--- src/rtl/uart_rx_fifo_if.sv ---
// Consumer-side bundle of the UART receive FIFO: head entry, pop handshake and status.
interface uart_rx_fifo_if #(
  parameter int DATA_BITS  = 8,
  parameter int FIFO_DEPTH = 16
);
  logic [DATA_BITS-1:0]        rx_data;
  logic                        rx_perr;
  logic                        rx_ferr;
  logic                        rx_valid;
  logic                        rx_ack;
  logic                        overrun;
  logic [$clog2(FIFO_DEPTH):0] fifo_count;

  modport master (
    output rx_data, rx_perr, rx_ferr, rx_valid, overrun, fifo_count,
    input  rx_ack
  );

  modport slave (
    input  rx_data, rx_perr, rx_ferr, rx_valid, overrun, fifo_count,
    output rx_ack
  );
endinterface

--- src/rtl/uart_rx_fifo.sv ---
// Configurable UART receiver (5-9 data bits, none/odd/even parity, 1-2 stop bits, 16x
// oversampling with 3-sample majority) feeding a first-word-fall-through FIFO with error flags.
module uart_rx_fifo #(
  parameter int CLK_FREQ   = 50_000_000,
  parameter int BAUD       = 9600,
  parameter int DATA_BITS  = 8,
  parameter int PARITY     = 0,
  parameter int STOP_BITS  = 1,
  parameter int FIFO_DEPTH = 16
) (
  input  logic           i_clk,
  input  logic           i_rst_n,
  input  logic           i_rx,
  uart_rx_fifo_if.master io_bus
);

  localparam int DIV     = (CLK_FREQ + BAUD * 8) / (BAUD * 16);
  localparam int DIV_W   = (DIV > 1) ? $clog2(DIV) : 1;
  localparam int AW      = $clog2(FIFO_DEPTH);
  localparam int ENTRY_W = DATA_BITS + 2;
  localparam logic [AW:0] DEPTH_C = (AW + 1)'(FIFO_DEPTH);

  typedef enum logic [2:0] {
    S_IDLE,
    S_START,
    S_DATA,
    S_PARITY,
    S_STOP1,
    S_STOP2
  } state_t;

  state_t                 r_state;
  state_t                 w_stateNext;
  logic                   r_sync1;
  logic                   r_sync2;
  logic [DIV_W-1:0]       r_divCnt;
  logic [3:0]             r_tickIdx;
  logic [1:0]             r_samp;
  logic [DATA_BITS-1:0]   r_shift;
  logic [3:0]             r_bitCnt;
  logic                   r_perr;
  logic                   r_ferr;
  logic                   r_break;
  logic                   r_overrun;
  logic [ENTRY_W-1:0]     r_mem [FIFO_DEPTH];
  logic [AW-1:0]          r_wrPtr;
  logic [AW-1:0]          r_rdPtr;
  logic [AW:0]            r_count;

  logic                   w_tick;
  logic                   w_decide;
  logic                   w_bitEnd;
  logic                   w_maj;
  logic                   w_startDet;
  logic                   w_frameDone;
  logic                   w_parityExp;
  logic                   w_ferrNow;
  logic                   w_pop;
  logic                   w_push;
  logic                   w_valid;
  logic [ENTRY_W-1:0]     w_head;

  always_ff @(posedge i_clk or negedge i_rst_n) begin
    if (!i_rst_n) begin
      r_sync1 <= 1'b1;
      r_sync2 <= 1'b1;
    end else begin
      r_sync1 <= i_rx;
      r_sync2 <= r_sync1;
    end
  end

  // The start-detect cycle itself counts as tick 0 of the start bit, so the index resumes at 1.
  always_ff @(posedge i_clk or negedge i_rst_n) begin
    if (!i_rst_n) begin
      r_divCnt  <= '0;
      r_tickIdx <= '0;
    end else if (w_startDet) begin
      r_divCnt  <= '0;
      r_tickIdx <= 4'd1;
    end else if (w_tick) begin
      r_divCnt  <= '0;
      r_tickIdx <= r_tickIdx + 4'd1;
    end else begin
      r_divCnt  <= r_divCnt + 1'b1;
    end
  end

  assign w_tick      = (r_divCnt == DIV_W'(DIV - 1));
  assign w_decide    = w_tick && (r_tickIdx == 4'd9);
  assign w_bitEnd    = w_tick && (r_tickIdx == 4'd15);
  assign w_maj       = (r_samp[0] & r_samp[1]) | (r_samp[0] & r_sync2) | (r_samp[1] & r_sync2);
  assign w_parityExp = (^r_shift) ^ (PARITY == 1);
  assign w_ferrNow   = r_ferr | ~w_maj;

  always_ff @(posedge i_clk or negedge i_rst_n) begin
    if (!i_rst_n) begin
      r_state <= S_IDLE;
    end else begin
      r_state <= w_stateNext;
    end
  end

  always_comb begin
    w_stateNext = r_state;
    w_startDet  = 1'b0;
    w_frameDone = 1'b0;
    case (r_state)
      S_IDLE: begin
        if (!r_break && !r_sync2) begin
          w_stateNext = S_START;
          w_startDet  = 1'b1;
        end
      end
      S_START: begin
        if (w_decide && w_maj) begin
          w_stateNext = S_IDLE;
        end else if (w_bitEnd) begin
          w_stateNext = S_DATA;
        end
      end
      S_DATA: begin
        if (w_bitEnd && (r_bitCnt == 4'(DATA_BITS))) begin
          w_stateNext = (PARITY != 0) ? S_PARITY : S_STOP1;
        end
      end
      S_PARITY: begin
        if (w_bitEnd) begin
          w_stateNext = S_STOP1;
        end
      end
      S_STOP1: begin
        if (STOP_BITS == 1) begin
          if (w_decide) begin
            w_frameDone = 1'b1;
            w_stateNext = S_IDLE;
          end
        end else if (w_bitEnd) begin
          w_stateNext = S_STOP2;
        end
      end
      S_STOP2: begin
        if (w_decide) begin
          w_frameDone = 1'b1;
          w_stateNext = S_IDLE;
        end
      end
      default: w_stateNext = S_IDLE;
    endcase
  end

  // A break (all-zero data, bad stop, line still low) blocks re-arming until the line idles high.
  always_ff @(posedge i_clk or negedge i_rst_n) begin
    if (!i_rst_n) begin
      r_samp   <= 2'b00;
      r_shift  <= '0;
      r_bitCnt <= '0;
      r_perr   <= 1'b0;
      r_ferr   <= 1'b0;
      r_break  <= 1'b0;
    end else begin
      if (w_tick && (r_tickIdx == 4'd7)) r_samp[0] <= r_sync2;
      if (w_tick && (r_tickIdx == 4'd8)) r_samp[1] <= r_sync2;
      if (w_startDet) begin
        r_bitCnt <= '0;
        r_perr   <= 1'b0;
        r_ferr   <= 1'b0;
      end else if (w_decide) begin
        case (r_state)
          S_DATA: begin
            r_shift  <= {w_maj, r_shift[DATA_BITS-1:1]};
            r_bitCnt <= r_bitCnt + 4'd1;
          end
          S_PARITY:         r_perr <= (w_maj != w_parityExp);
          S_STOP1, S_STOP2: r_ferr <= w_ferrNow;
          default:          ;
        endcase
      end
      if (w_frameDone && w_ferrNow && (r_shift == '0) && !r_sync2) begin
        r_break <= 1'b1;
      end else if (r_sync2) begin
        r_break <= 1'b0;
      end
    end
  end

  assign w_valid = (r_count != '0);
  assign w_pop   = io_bus.rx_ack && w_valid;
  assign w_push  = w_frameDone && ((r_count < DEPTH_C) || w_pop);

  always_ff @(posedge i_clk) begin
    if (w_push) begin
      r_mem[r_wrPtr] <= {r_shift, r_perr, w_ferrNow};
    end
  end

  // A push into a full FIFO only happens alongside a pop, so the overwritten slot is the departing head.
  always_ff @(posedge i_clk or negedge i_rst_n) begin
    if (!i_rst_n) begin
      r_wrPtr   <= '0;
      r_rdPtr   <= '0;
      r_count   <= '0;
      r_overrun <= 1'b0;
    end else begin
      r_overrun <= w_frameDone && !w_push;
      if (w_push) r_wrPtr <= r_wrPtr + 1'b1;
      if (w_pop)  r_rdPtr <= r_rdPtr + 1'b1;
      case ({w_push, w_pop})
        2'b10:   r_count <= r_count + 1'b1;
        2'b01:   r_count <= r_count - 1'b1;
        default: r_count <= r_count;
      endcase
    end
  end

  assign w_head            = r_mem[r_rdPtr];
  assign io_bus.rx_valid   = w_valid;
  assign io_bus.rx_data    = w_valid ? w_head[ENTRY_W-1:2] : '0;
  assign io_bus.rx_perr    = w_valid & w_head[1];
  assign io_bus.rx_ferr    = w_valid & w_head[0];
  assign io_bus.overrun    = r_overrun;
  assign io_bus.fifo_count = r_count;

endmodule
--- src/flat_wrapper.sv ---
// flat-port wrapper written by rule: the top's interface ports become plain ports
module uart_rx_fifo_flat 
#(
  parameter int CLK_FREQ   = 50_000_000,
  parameter int BAUD       = 9600,
  parameter int DATA_BITS  = 8,
  parameter int PARITY     = 0,
  parameter int STOP_BITS  = 1,
  parameter int FIFO_DEPTH = 16
)
  (i_clk, i_rst_n, i_rx, io_bus_rx_data, io_bus_rx_perr, io_bus_rx_ferr, io_bus_rx_valid, io_bus_overrun, io_bus_fifo_count, io_bus_rx_ack);
  uart_rx_fifo_if #(.DATA_BITS(DATA_BITS), .FIFO_DEPTH(FIFO_DEPTH)) io_bus_i ();
  input  logic i_clk;
  input  logic i_rst_n;
  input  logic i_rx;
  output wire logic [$bits(io_bus_i.rx_data)-1:0] io_bus_rx_data;
  output wire logic [$bits(io_bus_i.rx_perr)-1:0] io_bus_rx_perr;
  output wire logic [$bits(io_bus_i.rx_ferr)-1:0] io_bus_rx_ferr;
  output wire logic [$bits(io_bus_i.rx_valid)-1:0] io_bus_rx_valid;
  output wire logic [$bits(io_bus_i.overrun)-1:0] io_bus_overrun;
  output wire logic [$bits(io_bus_i.fifo_count)-1:0] io_bus_fifo_count;
  input wire logic [$bits(io_bus_i.rx_ack)-1:0] io_bus_rx_ack;
  assign io_bus_rx_data = io_bus_i.rx_data;
  assign io_bus_rx_perr = io_bus_i.rx_perr;
  assign io_bus_rx_ferr = io_bus_i.rx_ferr;
  assign io_bus_rx_valid = io_bus_i.rx_valid;
  assign io_bus_overrun = io_bus_i.overrun;
  assign io_bus_fifo_count = io_bus_i.fifo_count;
  assign io_bus_i.rx_ack = io_bus_rx_ack;
  uart_rx_fifo #(.CLK_FREQ(CLK_FREQ), .BAUD(BAUD), .DATA_BITS(DATA_BITS), .PARITY(PARITY), .STOP_BITS(STOP_BITS), .FIFO_DEPTH(FIFO_DEPTH)) u_core (.i_clk(i_clk), .i_rst_n(i_rst_n), .i_rx(i_rx), .io_bus(io_bus_i));
endmodule
--- config.mk ---
export PLATFORM = sky130hd
export DESIGN_NAME = uart_rx_fifo_flat
export DESIGN_NICKNAME = d
export VERILOG_FILES = /design/src/rtl/uart_rx_fifo_if.sv /design/src/rtl/uart_rx_fifo.sv /design/src/flat_wrapper.sv
export SDC_FILE = /design/constraint.sdc
export NUM_CORES = 1
export LEC_CHECK = 0
export CAP_MARGIN = 10
export CORE_MARGIN = 8
export CORE_UTILIZATION = 30
export CTS_CLUSTER_SIZE = 20
export DETAILED_ROUTE_END_ITERATION = 6
export GPL_ROUTABILITY_DRIVEN = 0
export SYNTH_ARGS = -nofsm -noshare
export SYNTH_HDL_FRONTEND = slang
export SYNTH_SLANG_ARGS = --single-unit
--- constraint.sdc ---
create_clock -name i_clk -period 9.3 [get_ports i_clk]
set_input_delay 1.395 -clock i_clk [delete_from_list [all_inputs] [get_ports i_clk]]
set_output_delay 1.395 -clock i_clk [all_outputs]
set_load 0.01 [all_outputs]
==> results.txt, run 1 <==
- The first global-routing pass estimated 27300 um of wire.
* Setup-failing EPs final: 0
- The analysis attributes to cell leakage a power of 3.68 nW.
- Counting cells, the worst reg-to-reg path comes to 11.
- Layout Area Growth over Synthesis: 15.0%
- Number of buffers created by CTS: 21
* Class of the most critical setup path: reg -> out
- Io pins: 21
- The pre-antenna-repair detailed-routing pass consisted of 4 iterations.
- Traced cell by cell, the critical path runs through buf_4 -> mux4_2 -> mux2i_1 -> o22ai_1 -> clkdlybuf4s50_1.
- Cts hold-fix bufs: 0
* Number of antenna-violating nets in the routed design: 0
* Startpoint of the worst setup timing path: u_core.r_rdPtr[0]
- Via-per-instance ratio: 4.80
* Post-CTS setup buffer count: 0
- DIE WIDTH: 187 um
- In this run the worst path has a maximum fanout of 24.
- The number of antenna violations at the first check in global routing came to 0.
- Entering global routing, the biggest net connects 50 pins.
- The critical path contains buffers and inverters numbering 2 combined.
* Buffer depth of the longest clock path: 3
* Endpoint of the most critical setup path: io_bus_rx_data[4]
- The via count of the first global-routing pass came to 4757.
- Final total power: 0.00180 W
* Largest stage delay on the critical path: 0.77 ns
* Run status: finished, final reports clean
- Once the clock tree was built, the resizer swapped 0 gates to a different size.
- Standard-cell rows: 62
- For this configuration, the core starts out at a cell density of 30.5%.
- In the post-synthesis netlist, the cell with the most instances is sky130_fd_sc_hd__edfxtp_1.
* Clock Latency Late Sink: 0.49 ns
- Fraction of final layout cells sized beyond drive strength 1: 16.5%
- Global routing consumed, over all layers together, 9.79% of the routing resources.
- Setup repair after global routing missed its margin: no
* Crit start category: flop
- The core region is 0.0287 mm2.
- Counting every sink on the clock net gives 209.
- Derived from the worst setup path, the maximum achievable clock frequency is 213 MHz.
* Data arrival time at the worst-slack endpoint: 3.30 ns
* Final hold vios: 0
- Worst Min Path Start: u_core.r_sync1
- Counting flops with a built-in enable in the synthesized netlist gives 160.
- In the synthesized netlist the async set-or-reset flop fraction comes to 23.4%.
- Syn Nets: 545
- Counting every instance in the synthesized netlist gives 522.
* Share of the yosys chip area belonging to registers: 68.9%
* Number of warnings issued by yosys: 0
* Top FF cell, synth: sky130_fd_sc_hd__edfxtp_1
- Count of port buffers added during placement: 20
* Number of remaining DRC errors: 0
- Post-Route Skew: 0.0119 ns
* Distinct cell type count after synthesis: 49
- 0 antenna diodes ended up in the layout.
- Final period demand of the worst path: 4.69 ns
- Clock transition at the registers of the reported paths: 0.06 ns
- The endpoint identified for the worst register-to-register timing path is u_core.io_bus.fifo_count[4].
* Top cell types by occurrence after synthesis: sky130_fd_sc_hd__edfxtp_1 (160), sky130_fd_sc_hd__dfrtp_1 (47), sky130_fd_sc_hd__mux4_2 (40)
- On the critical path, the stage with the largest delay is an instance of sky130_fd_sc_hd__dfrtp_2.
- Power density cells: 178 mW/mm2
- Max IR drop VDD: 97.0 uV
- Final wirelength: 17300 um
- STA classifies the critical path endpoint as an output port.
* Total Neg Setup Slack: 0 ns
- Routed wire per std cell: 18.3 um
* Worst slew margin relative to its limit: 18.0%
- From bottom edge to top edge, the die measures 187 um.
- Via Count: 4555
- On the critical path the largest part of the delay comes from buffers and inverters.
- Initial DRC Count: 255
- In this run the worst hold path is classified as reg -> reg.
- FF-to-FF Start: u_core.r_divCnt[3]
- Register-to-register path setup slack: 5.56 ns
- Average footprint of a synthesized cell: 16.8 um2
- The max-slew violation count was 0.
- Summed over all nets, the half-perimeter wirelength after detailed placement is 11200 um.
- Grt total ovfl: 0
- MaxCap Viol Count: 0
- The synthesized design devotes to its leading area cell type 54.8% of total area.
* Largest area contributor in the netlist: sky130_fd_sc_hd__edfxtp_1
- Tcrit/Tclk final: 50.5%
- Cell area after technology mapping: 0.00876 mm2
* Cell at the root of the clock tree: sky130_fd_sc_hd__clkbuf_16
- For this run, the post-layout net count is 572.
- At the pin with the least slew margin, the transition time is 1.23 ns.
- CTS built an H-tree with a depth of 1.
- Die Area: 0.0349 mm2
- TritonCTS built the clock tree.
- Synthesis inferred 209 register bits.
* Instance count on the critical path: 5
- Ranked by total cell area, the synthesized netlist is headed by sky130_fd_sc_hd__edfxtp_1 (55%), sky130_fd_sc_hd__dfrtp_1 (13%), sky130_fd_sc_hd__mux4_2 (10%), sky130_fd_sc_hd__ha_1 (2.7%), sky130_fd_sc_hd__mux2i_1 (2.4%).
- Crit path required time: 7.91 ns
cells by family (layout without fill, tap and decap cells):
logic type | Yosys count | count (layout) | share of synthesized area [%]
XOR/XNOR | 28 | 28 | 2.80
multiplexers | 65 | 65 | 13.2
flip-flops | 209 | 209 | 68.9
buffers and inverters | 42 | 84 | 1.88
adder cells (fa/ha/maj) | 20 | 20 | 2.83
AND/OR/NAND/NOR | 112 | 112 | 7.34
AO/OA/AOI/OAI | 46 | 46 | 3.10
worst min-delay path by stage:
stage                endpoint  slack [ns]  depth (start not counted)
2_1_floorplan  u_core.r_sync2        0.35                          0
3_3_place_gp   u_core.r_sync2        0.35                          0
3_5_place_dp   u_core.r_sync2        0.35                          0
4_1_cts        u_core.r_sync2        0.36                          0
5_1_grt        u_core.r_sync2        0.37                          0
6_report       u_core.r_sync2        0.36                          0
metal layers:
layer	up-vias	routed length, um	track usage (%)
met4	0	358	2.90
met3	22	763	1.77
met5	-	0	0
li1	2078	-	-
met1	2360	7890	13.0
met2	95	8340	16.1
power breakdown:
group	switching (W)	total, W	internal, W
clock network	0.000336	0.000797	0.000461
logic	0.00000433	0.00000557	0.00000124
registers	0.000000456	0.000995	0.000995
sequential cells by signal, summed over array words and instances (netlist names):
| register | count |
|---|---|
| u_core.r_break | 1 |
| u_core.r_rdPtr | 4 |
| u_core.r_bitCnt | 4 |
| u_core.r_tickIdx | 4 |
| u_core.io_bus.fifo_count | 5 |
| u_core.r_state | 3 |
| u_core.r_wrPtr | 4 |
| u_core.r_mem | 160 |
| u_core.r_sync2 | 1 |
| u_core.io_bus.overrun | 1 |
| u_core.r_ferr | 1 |
| u_core.r_samp | 2 |
| u_core.r_sync1 | 1 |
| u_core.r_divCnt | 9 |
| u_core.r_shift | 8 |
| u_core.r_perr | 1 |
final cells by class:
cell class | count | area (um2)
Sequential cell | 209 | 6030
Clock inverter | 10 | 78.8
Clock buffer | 28 | 572
Multi-Input combinational cell | 271 | 2590
Timing Repair Buffer | 27 | 248
Inverter | 19 | 71.3
Tap cell | 384 | 480
Fill cell | 2731 | 18600
stage by stage:
step	cell area (um2)	hold slack (ns)	setup slack (ns)	std cells	utilization [%]
after floorplan	8760	0.345	5.92	522	-
after global placement	9400	0.347	5.00	909	32.8
after detailed placement	9420	0.354	5.01	909	32.8
after CTS	10100	0.363	4.48	947	35.1
after global routing	10100	0.367	4.40	948	35.1
final	10100	0.361	4.61	948	35.1
cell usage in the layout (no fill, tap or decap), types with 4 or more instances in the layout:
| cell type | n |
|---|---|
| sky130_fd_sc_hd__clkdlybuf4s50_1 | 19 |
| sky130_fd_sc_hd__nand2b_1 | 6 |
| sky130_fd_sc_hd__clkbuf_1 | 5 |
| sky130_fd_sc_hd__and3_1 | 10 |
| sky130_fd_sc_hd__mux2_2 | 4 |
| sky130_fd_sc_hd__edfxtp_1 | 160 |
| sky130_fd_sc_hd__or3_1 | 4 |
| sky130_fd_sc_hd__clkbuf_16 | 21 |
| sky130_fd_sc_hd__o21ai_0 | 15 |
| sky130_fd_sc_hd__inv_1 | 18 |
| sky130_fd_sc_hd__nor3_1 | 5 |
| sky130_fd_sc_hd__mux4_2 | 40 |
| sky130_fd_sc_hd__xor2_1 | 14 |
| sky130_fd_sc_hd__a21oi_1 | 10 |
| sky130_fd_sc_hd__dfrtp_1 | 46 |
| sky130_fd_sc_hd__buf_4 | 7 |
| sky130_fd_sc_hd__nand2_1 | 15 |
| sky130_fd_sc_hd__nor2b_1 | 5 |
| sky130_fd_sc_hd__ha_1 | 19 |
| sky130_fd_sc_hd__clkinv_2 | 5 |
| sky130_fd_sc_hd__mux2i_1 | 21 |
| sky130_fd_sc_hd__nand3_1 | 14 |
| sky130_fd_sc_hd__nor2_1 | 25 |
| sky130_fd_sc_hd__xnor2_1 | 14 |
| sky130_fd_sc_hd__o22ai_1 | 10 |
Note: power is estimated with default switching activity, not from simulation.
==> run 2, diff against run 1 <==
==> constraint.sdc (replaced) <==
create_clock -name i_clk -period 4.6 [get_ports i_clk]
set_input_delay 0.69 -clock i_clk [delete_from_list [all_inputs] [get_ports i_clk]]
set_output_delay 0.69 -clock i_clk [all_outputs]
set_load 0.01 [all_outputs]
==> results.txt, run 2 (synthesis gave the netlist of run 1 again) <==
* Kind of cell adding the most delay to the critical path: buffers and inverters
* Cell-by-cell listing of the critical path: buf_12 -> mux4_2 -> mux2i_1 -> o22ai_1 -> clkdlybuf4s50_1
- The x dimension of the die is 187 um (unchanged).
* Layout Area Growth over Synthesis: 15.7%
* Core Area: 0.0287 mm2 (unchanged)
* Number of antenna violations at the first check in global routing: 0 (unchanged)
* Largest net degree at the start of global routing: 50 (unchanged)
* Clock transition at the registers of the reported paths: 0.06 ns (about the same)
- The worst ir drop on vdd was 243 uV (+150%).
- Instance count on the critical path: 5 (unchanged)
- The violation count after the first detailed-route iteration came to 345 (+35%).
- The count of inserted antenna diode cells is 0 (unchanged).
- Post-CTS setup buffer count: 0 (unchanged)
- The number of nets at the end of the flow was 574 (+0.35%).
* Max reg flops: 160 (unchanged)
- Number of antenna-violating nets in the routed design: 0 (unchanged)
- Post-detailed-placement cell area: 0.00943 mm2 (+0.11%)
- The global-route wire length before repair is 28300 um (+3.5%).
- The final-report setup violation count is 0 (unchanged).
- The worst endpoint data arrival time was 3.00 ns (-0.30 ns).
- Cts hold-fix bufs: 0 (unchanged)
* Proportion of power drawn by flip-flops and latches: 53.7% (-1.6 points)
* Via Count: 4570 (+0.33%)
- Global-route total usage across every layer: 10.1% (+0.35 points)
- The combined flip-flop and latch cell area was 0.00603 mm2 (unchanged).
- The worst setup path is captured at an output port.
* Die height: 187 um (unchanged)
- The clock buffer count from CTS is 22 (+4.8%).
- Dividing the final minimum period by the clock period gives 80.2%.
- Class of the most critical setup path: reg -> out
- The clock insertion delay at the later pin of the skew report came to 0.51 ns (+0.02 ns).
- The leftover overflow at the end of global routing was 0 (unchanged).
* Sw Pwr: 0.000724 W (+110%)
- The post-cts sizing count came to 0 (unchanged).
- Register-to-register path setup slack: 1.03 ns (-4.53 ns)
- Worst Reg-to-Reg Cells: 11 (unchanged)
- The fill cell instance count of the final layout is 2740 (+0.33%).
- Final hold vios: 0 (unchanged)
- The count of buffers from port buffering is 20 (unchanged).
- Clock sink count: 209 (unchanged)
- The average wire per standard cell is 18.7 um (+2.0%).
- The internal power was 0.00302 W (+110%).
* Total Neg Setup Slack: 0 ns (unchanged)
- Number of pins with negative max-slew slack in the final report: 0 (unchanged)
- The run finished with clean final reports.
* Final wirelength: 17700 um (+2.3%)
- Setup repair after global routing missed its margin: no
- Worst min-delay path class: in -> async
* Endpoint of the worst-slack reg-to-reg timing path: u_core.io_bus.fifo_count[4]
- Crit start category: flop
* Final-layout worst hold slack: 0.292 ns (-0.0685 ns)
- First-pass DRT Iterations: 4 (unchanged)
* Largest stage delay on the critical path: 0.76 ns (about the same)
- Starting Density: 30.5% (unchanged)
* Met2 track demand over resource in global routing: 17.0% (+0.95 points)
* Post-Route Skew: 0.0216 ns (+0.00963 ns)
- Clock tree from TritonCTS: built
- Cell area after layout: 0.0101 mm2 (+0.61%)
- Buffer depth of the longest clock path: 3 (unchanged)
- Standard-cell rows: 62 (unchanged)
- Clock group share of total power: 46.0% (+1.7 points)
* Number of buffer and inverter stages on the critical path: 2 (unchanged)
* Crit path required time: 3.91 ns (-4.00 ns)
* HPWL after detailed placement: 11300 um (+1.4%)
- Largest register by flop count: u_core.r_mem
* Multi-input gate area: 0.00258 mm2 (-0.68%)
- Leakage power: 3.71 nW (+0.58%)
* Number of remaining DRC errors: 0 (unchanged)
- The die area is 0.0349 mm2 (unchanged).
- Fraction of final layout cells sized beyond drive strength 1: 16.8% (+0.27 points)
- The met1 capacity usage during global routing came to 13.4% (+0.39 points).
- The actual transition at the worst max-transition pin was 1.15 ns (-0.0766 ns).
* Io pins: 21 (unchanged)
- Number of global-route vias before repair: 4883 (+2.6%)
* Leading cell type in the layout, fill and taps excluded: sky130_fd_sc_hd__edfxtp_1
* Achievable frequency: 271 MHz
- In this run the critical register-to-register path is launched from u_core.r_divCnt[3].
* Switching share of total power: 19.3% (+0.36 points)
* Busiest metal layer after global routing: met2
- The top fanout value on the critical path is 26 (+8.3%).
- Final period demand of the worst path: 3.69 ns
* Biggest regs: u_core.r_mem (160), u_core.r_divCnt (9), u_core.r_shift (8)
- The met3 layer usage reported by global route was 1.99% (+0.22 points).
- MaxCap Viol Count: 0 (unchanged)
- The share of power burned in combinational logic is 0.3% (about the same).
- Worst slew margin relative to its limit: 23.1% (+5.1 points)
- In the layout the commonest cells are sky130_fd_sc_hd__edfxtp_1 (160), sky130_fd_sc_hd__dfrtp_1 (46), sky130_fd_sc_hd__mux4_2 (40).
* Via-per-instance ratio: 4.81 (about the same)
- Maximum level of the CTS H-tree: 1 (unchanged)
- Cell at the root of the clock tree: sky130_fd_sc_hd__clkbuf_16
- The power density normalized to cell area is 369 mW/mm2 (+110%).
* Slowest stage cell, crit path: sky130_fd_sc_hd__dfrtp_2
-- run 2: cell types whose count changed in the layout (fill, tap and decap cells not counted), sizes merged --
| cell | previous run | this run |
|---|---|---|
| clkinv | 7 | 11 |
| buf | 8 | 9 |
| clkinvlp | 1 | 2 |
| inv | 20 | 19 |
| clkbuf | 28 | 25 |
| bufinv | 1 | 2 |
-- run 2: power by group through the flow --
stage          Sequential [W]  Clock (W)  Combinational (W)
2_1_floorplan         0.00205          0        0.000000187
3_3_place_gp          0.00205          0          0.0000118
3_5_place_dp          0.00205          0          0.0000121
4_1_cts               0.00201    0.00176          0.0000120
5_1_grt               0.00201    0.00183          0.0000136
6_report              0.00201    0.00172          0.0000113
-- run 2: worst max-delay path by stage --
stage | from | to | slack [ns]
detailed placement | u_core.r_divCnt[3] | u_core.io_bus.fifo_count[4] | 1.04
finish | u_core.r_rdPtr[0] | io_bus_rx_data[6] | 0.91
global route | u_core.r_rdPtr[0] | io_bus_rx_data[6] | 0.68
global placement | u_core.r_divCnt[3] | u_core.io_bus.fifo_count[4] | 1.13
CTS | u_core.r_rdPtr[0] | io_bus_rx_data[4] | 0.79
floorplan | u_core.r_divCnt[3] | u_core.r_mem[1][0] | 1.29
-- run 2: cell type report --
cell class                      count  area share [%]
Sequential cell                   209            59.5
Clock buffer                       25            5.64
Clock inverter                     15            1.36
Inverter                           19           0.703
Multi-Input combinational cell    271            25.4
Tap cell                          384            4.74
Timing Repair Buffer               28            2.64
-- run 2: stage by stage --
step	power [W]	std cells	setup WS, ns	utilization (%)
finish	0.00375	951	0.910	35.3
global placement	0.00206	911	1.13	32.9
global route	0.00386	951	0.678	35.3
floorplan	0.00205	522	1.29	-
detailed placement	0.00206	911	1.04	32.9
CTS	0.00378	951	0.792	35.3
-- run 2: routing by layer --
layer | vias to the layer above | wire, um
met4 | 0 | 240
met2 | 110 | 8580
met3 | 19 | 1240
met1 | 2349 | 7690
met5 | - | 0
li1 | 2092 | -
==> run 3, diff against run 2 <==
==> constraint.sdc (replaced) <==
create_clock -name i_clk -period 3.22 [get_ports i_clk]
set_input_delay 0.483 -clock i_clk [delete_from_list [all_inputs] [get_ports i_clk]]
set_output_delay 0.483 -clock i_clk [all_outputs]
set_load 0.01 [all_outputs]
==> results.txt, run 3 (synthesis gave the netlist of run 1 again) <==
- The flow ran to the end, and the final reports show no timing, DRC or antenna violations.
- The clock insertion delay at the later pin of the skew report came to 0.51 ns (about the same).
* Number of buffer and inverter stages on the critical path: 2 (unchanged)
* Endpoint of the worst-slack reg-to-reg timing path: u_core.io_bus.fifo_count[4]
- The max-slew violation count is 0 (unchanged).
- The worst setup path is launched from a flop.
* Number of antenna-violating nets in the routed design: 0 (unchanged)
- Largest net degree at the start of global routing: 28 (-44%)
* Final-layout worst hold slack: 0.356 ns (+0.0633 ns)
- Final wirelength: 18300 um (+3.2%)
- The die area came to 0.0349 mm2 (unchanged).
- Compared with the post-synthesis result, the final layout area differs by 18.1%.
* Io pins: 21 (unchanged)
- The maximum root-to-sink buffer count was 3 (unchanged).
- The violation count after the first detailed-route iteration came to 320 (-7.2%).
- Nature of the critical path endpoint: output port
- Biggest fanout along the worst timing path: 11 (-58%)
- Post-Route Skew: 0.0109 ns (-0.0107 ns)
- Cell-by-cell listing of the critical path: buf_12 -> mux4_2 -> mux2i_2 -> o22ai_1 -> clkdlybuf4s50_1
* Tcrit/Tclk final: 96.6%
- The library cells used most frequently in the layout, excluding fill and tap cells, are sky130_fd_sc_hd__edfxtp_1 (160), sky130_fd_sc_hd__dfrtp_1 (45), sky130_fd_sc_hd__mux4_2 (40).
- The minimum setup slack after placement came to 0.157 ns (-0.883 ns).
* Final period demand of the worst path: 3.11 ns
* Setup ws final: 0.110 ns (-0.800 ns)
* Biggest regs: u_core.r_mem (160), u_core.r_divCnt (9), u_core.r_shift (8)
- Counting flops per register, the top entry is u_core.r_mem.
* Slowest stage cell, crit path: sky130_fd_sc_hd__mux4_2
- Global-route wire length before repair: 28600 um (+1.1%)
- Endpoint of the most critical setup path: io_bus_rx_data[0]
* Number of buffers created by CTS: 23 (+4.5%)
- In this run the clock root is driven by a sky130_fd_sc_hd__clkbuf_16.
- Max IR drop VDD: 301 uV (+24%)
- Maximum level of the CTS H-tree: 1 (unchanged)
- Nets: 590 (+2.8%)
- Clock transition at the registers of the reported paths: 0.06 ns (about the same)
* Worst slew margin relative to its limit: 51.3% (+28 points)
- Setup-failing EPs final: 0 (unchanged)
* MaxCap Viol Count: 0 (unchanged)
* FF-to-FF Start: u_core.r_divCnt[3]
- The power density normalized to cell area was 525 mW/mm2 (+42%).
- Leaving out fill and tap cells, the most frequent cell in the layout is sky130_fd_sc_hd__edfxtp_1.
- The actual transition at the worst max-transition pin was 0.730 ns (-0.419 ns).
- Clock tree from TritonCTS: built
* Fraction of final layout cells sized beyond drive strength 1: 20.1% (+3.3 points)
* Largest stage delay on the critical path: 0.53 ns (-0.23 ns)
- Global-route total usage across every layer: 10.3% (+0.17 points)
* Number of global-route vias before repair: 4940 (+1.2%)
* Leakage power: 3.86 nW (+4.1%)
- Instance count on the critical path: 5 (unchanged)
* Worst Reg-to-Reg Cells: 11 (unchanged)
- The final number of hold-violating endpoints came to 0 (unchanged).
- Class of the most critical setup path: reg -> out
- Routed wire per std cell: 18.9 um (+1.5%)
- The count of inserted antenna diode cells came to 0 (unchanged).
- The total DRC errors in the routed layout came to 0 (unchanged).
* Achievable frequency: 322 MHz
- Via Count: 4688 (+2.6%)
- The vertical die dimension came to 187 um (unchanged).
* Setup repair after global routing missed its margin: no
- The clock sink total is 209 (unchanged).
* Max reg flops: 160 (unchanged)
- Via-per-instance ratio: 4.85 (+0.88%)
* HPWL after detailed placement: 11700 um (+3.3%)
* Core Area: 0.0287 mm2 (unchanged)
- The worst endpoint data arrival time came to 2.63 ns (-0.37 ns).
- The critical path required time came to 2.74 ns (-1.17 ns).
* Grt total ovfl: 0 (unchanged)
- Startpoint of the worst setup timing path: u_core.r_rdPtr[0]
- Worst min-delay path class: reg -> reg
- The fill cell instance count of the final layout came to 2664 (-2.8%).
- The number of antenna violations at the first check in global routing came to 0 (unchanged).
- The starting density of the core was 30.5% (unchanged).
- The count of buffers from port buffering came to 20 (unchanged).
* Register-to-register path setup slack: 0.31 ns (-0.72 ns)
* DIE WIDTH: 187 um (unchanged)
* Kind of cell adding the most delay to the critical path: multiplexers
- Standard-cell rows: 62 (unchanged)
- First-pass DRT Iterations: 5 (+1)
-- run 3: layer usage --
layer | vias to the layer above | wire (um) | track usage [%]
met5 | - | 0 | 0
met4 | 0 | 374 | 2.99
met3 | 27 | 968 | 2.14
met2 | 118 | 8890 | 17.0
met1 | 2422 | 8080 | 13.5
li1 | 2121 | - | -
-- run 3: report_power, final --
part	internal [W]	switching [W]
Combinational	0.00000436	0.0000123
Sequential	0.00287	0.00000106
Clock	0.00149	0.00105
Total	0.00437	0.00107
-- run 3: worst reg2reg max path, cell delays in order, from the launching register on --
cell	delay (ns)
sky130_fd_sc_hd__dfrtp_1	0.42
sky130_fd_sc_hd__or4b_1	0.60
sky130_fd_sc_hd__nor4_4	0.29
sky130_fd_sc_hd__and2_1	0.19
sky130_fd_sc_hd__inv_2	0.11
sky130_fd_sc_hd__ha_2	0.26
sky130_fd_sc_hd__xor2_1	0.16
sky130_fd_sc_hd__ha_1	0.22
sky130_fd_sc_hd__and3b_1	0.18
sky130_fd_sc_hd__o21ai_1	0.14
sky130_fd_sc_hd__a21oi_1	0.10
sky130_fd_sc_hd__xor2_1	0.14
-- run 3: worst min-delay path by stage --
stage | slack [ns] | endpoint | cells past startpoint | from
2_1_floorplan | 0.19 | u_core.io_bus.fifo_count[0] | 0 | i_rst_n
3_3_place_gp | 0.35 | u_core.r_sync2 | 0 | u_core.r_sync1
3_5_place_dp | 0.35 | u_core.r_sync2 | 0 | u_core.r_sync1
4_1_cts | 0.36 | u_core.r_sync2 | 0 | u_core.r_sync1
5_1_grt | 0.35 | u_core.r_sync1 | 1 | i_rx
6_report | 0.36 | u_core.r_sync2 | 0 | u_core.r_sync1
-- run 3: timing repair --
action,in CTS,in global routing
hold endpoints to repair,20,0
cloned,0,1
resized for setup,6,7
endpoints found under the setup margin,10,6
setup buffers,2,0
hold buffers,1,0
-- run 3: area by class of cell --
class | instances | area, um2 | area share, %
clock buffers | 27 | 591 | 5.71
clock inverters | 14 | 146 | 1.41
inverters | 19 | 71.3 | 0.689
multi-input cells | 271 | 2610 | 25.2
flip-flops and latches | 209 | 6040 | 58.3
well taps | 384 | 480 | 4.64
repair buffers | 43 | 418 | 4.04
-- run 3: metrics by stage --
step           area (um2)  utilization, %  total power (W)  setup TNS (ns)  std cells
5_1_grt             10400            36.1          0.00562               0        967
6_report            10400            36.1          0.00544               0        967
3_5_place_dp         9530            33.2          0.00295               0        922
3_3_place_gp         9530            33.2          0.00295               0        922
4_1_cts             10300            35.9          0.00551               0        966
2_1_floorplan        8760               -          0.00293           -1.72        522
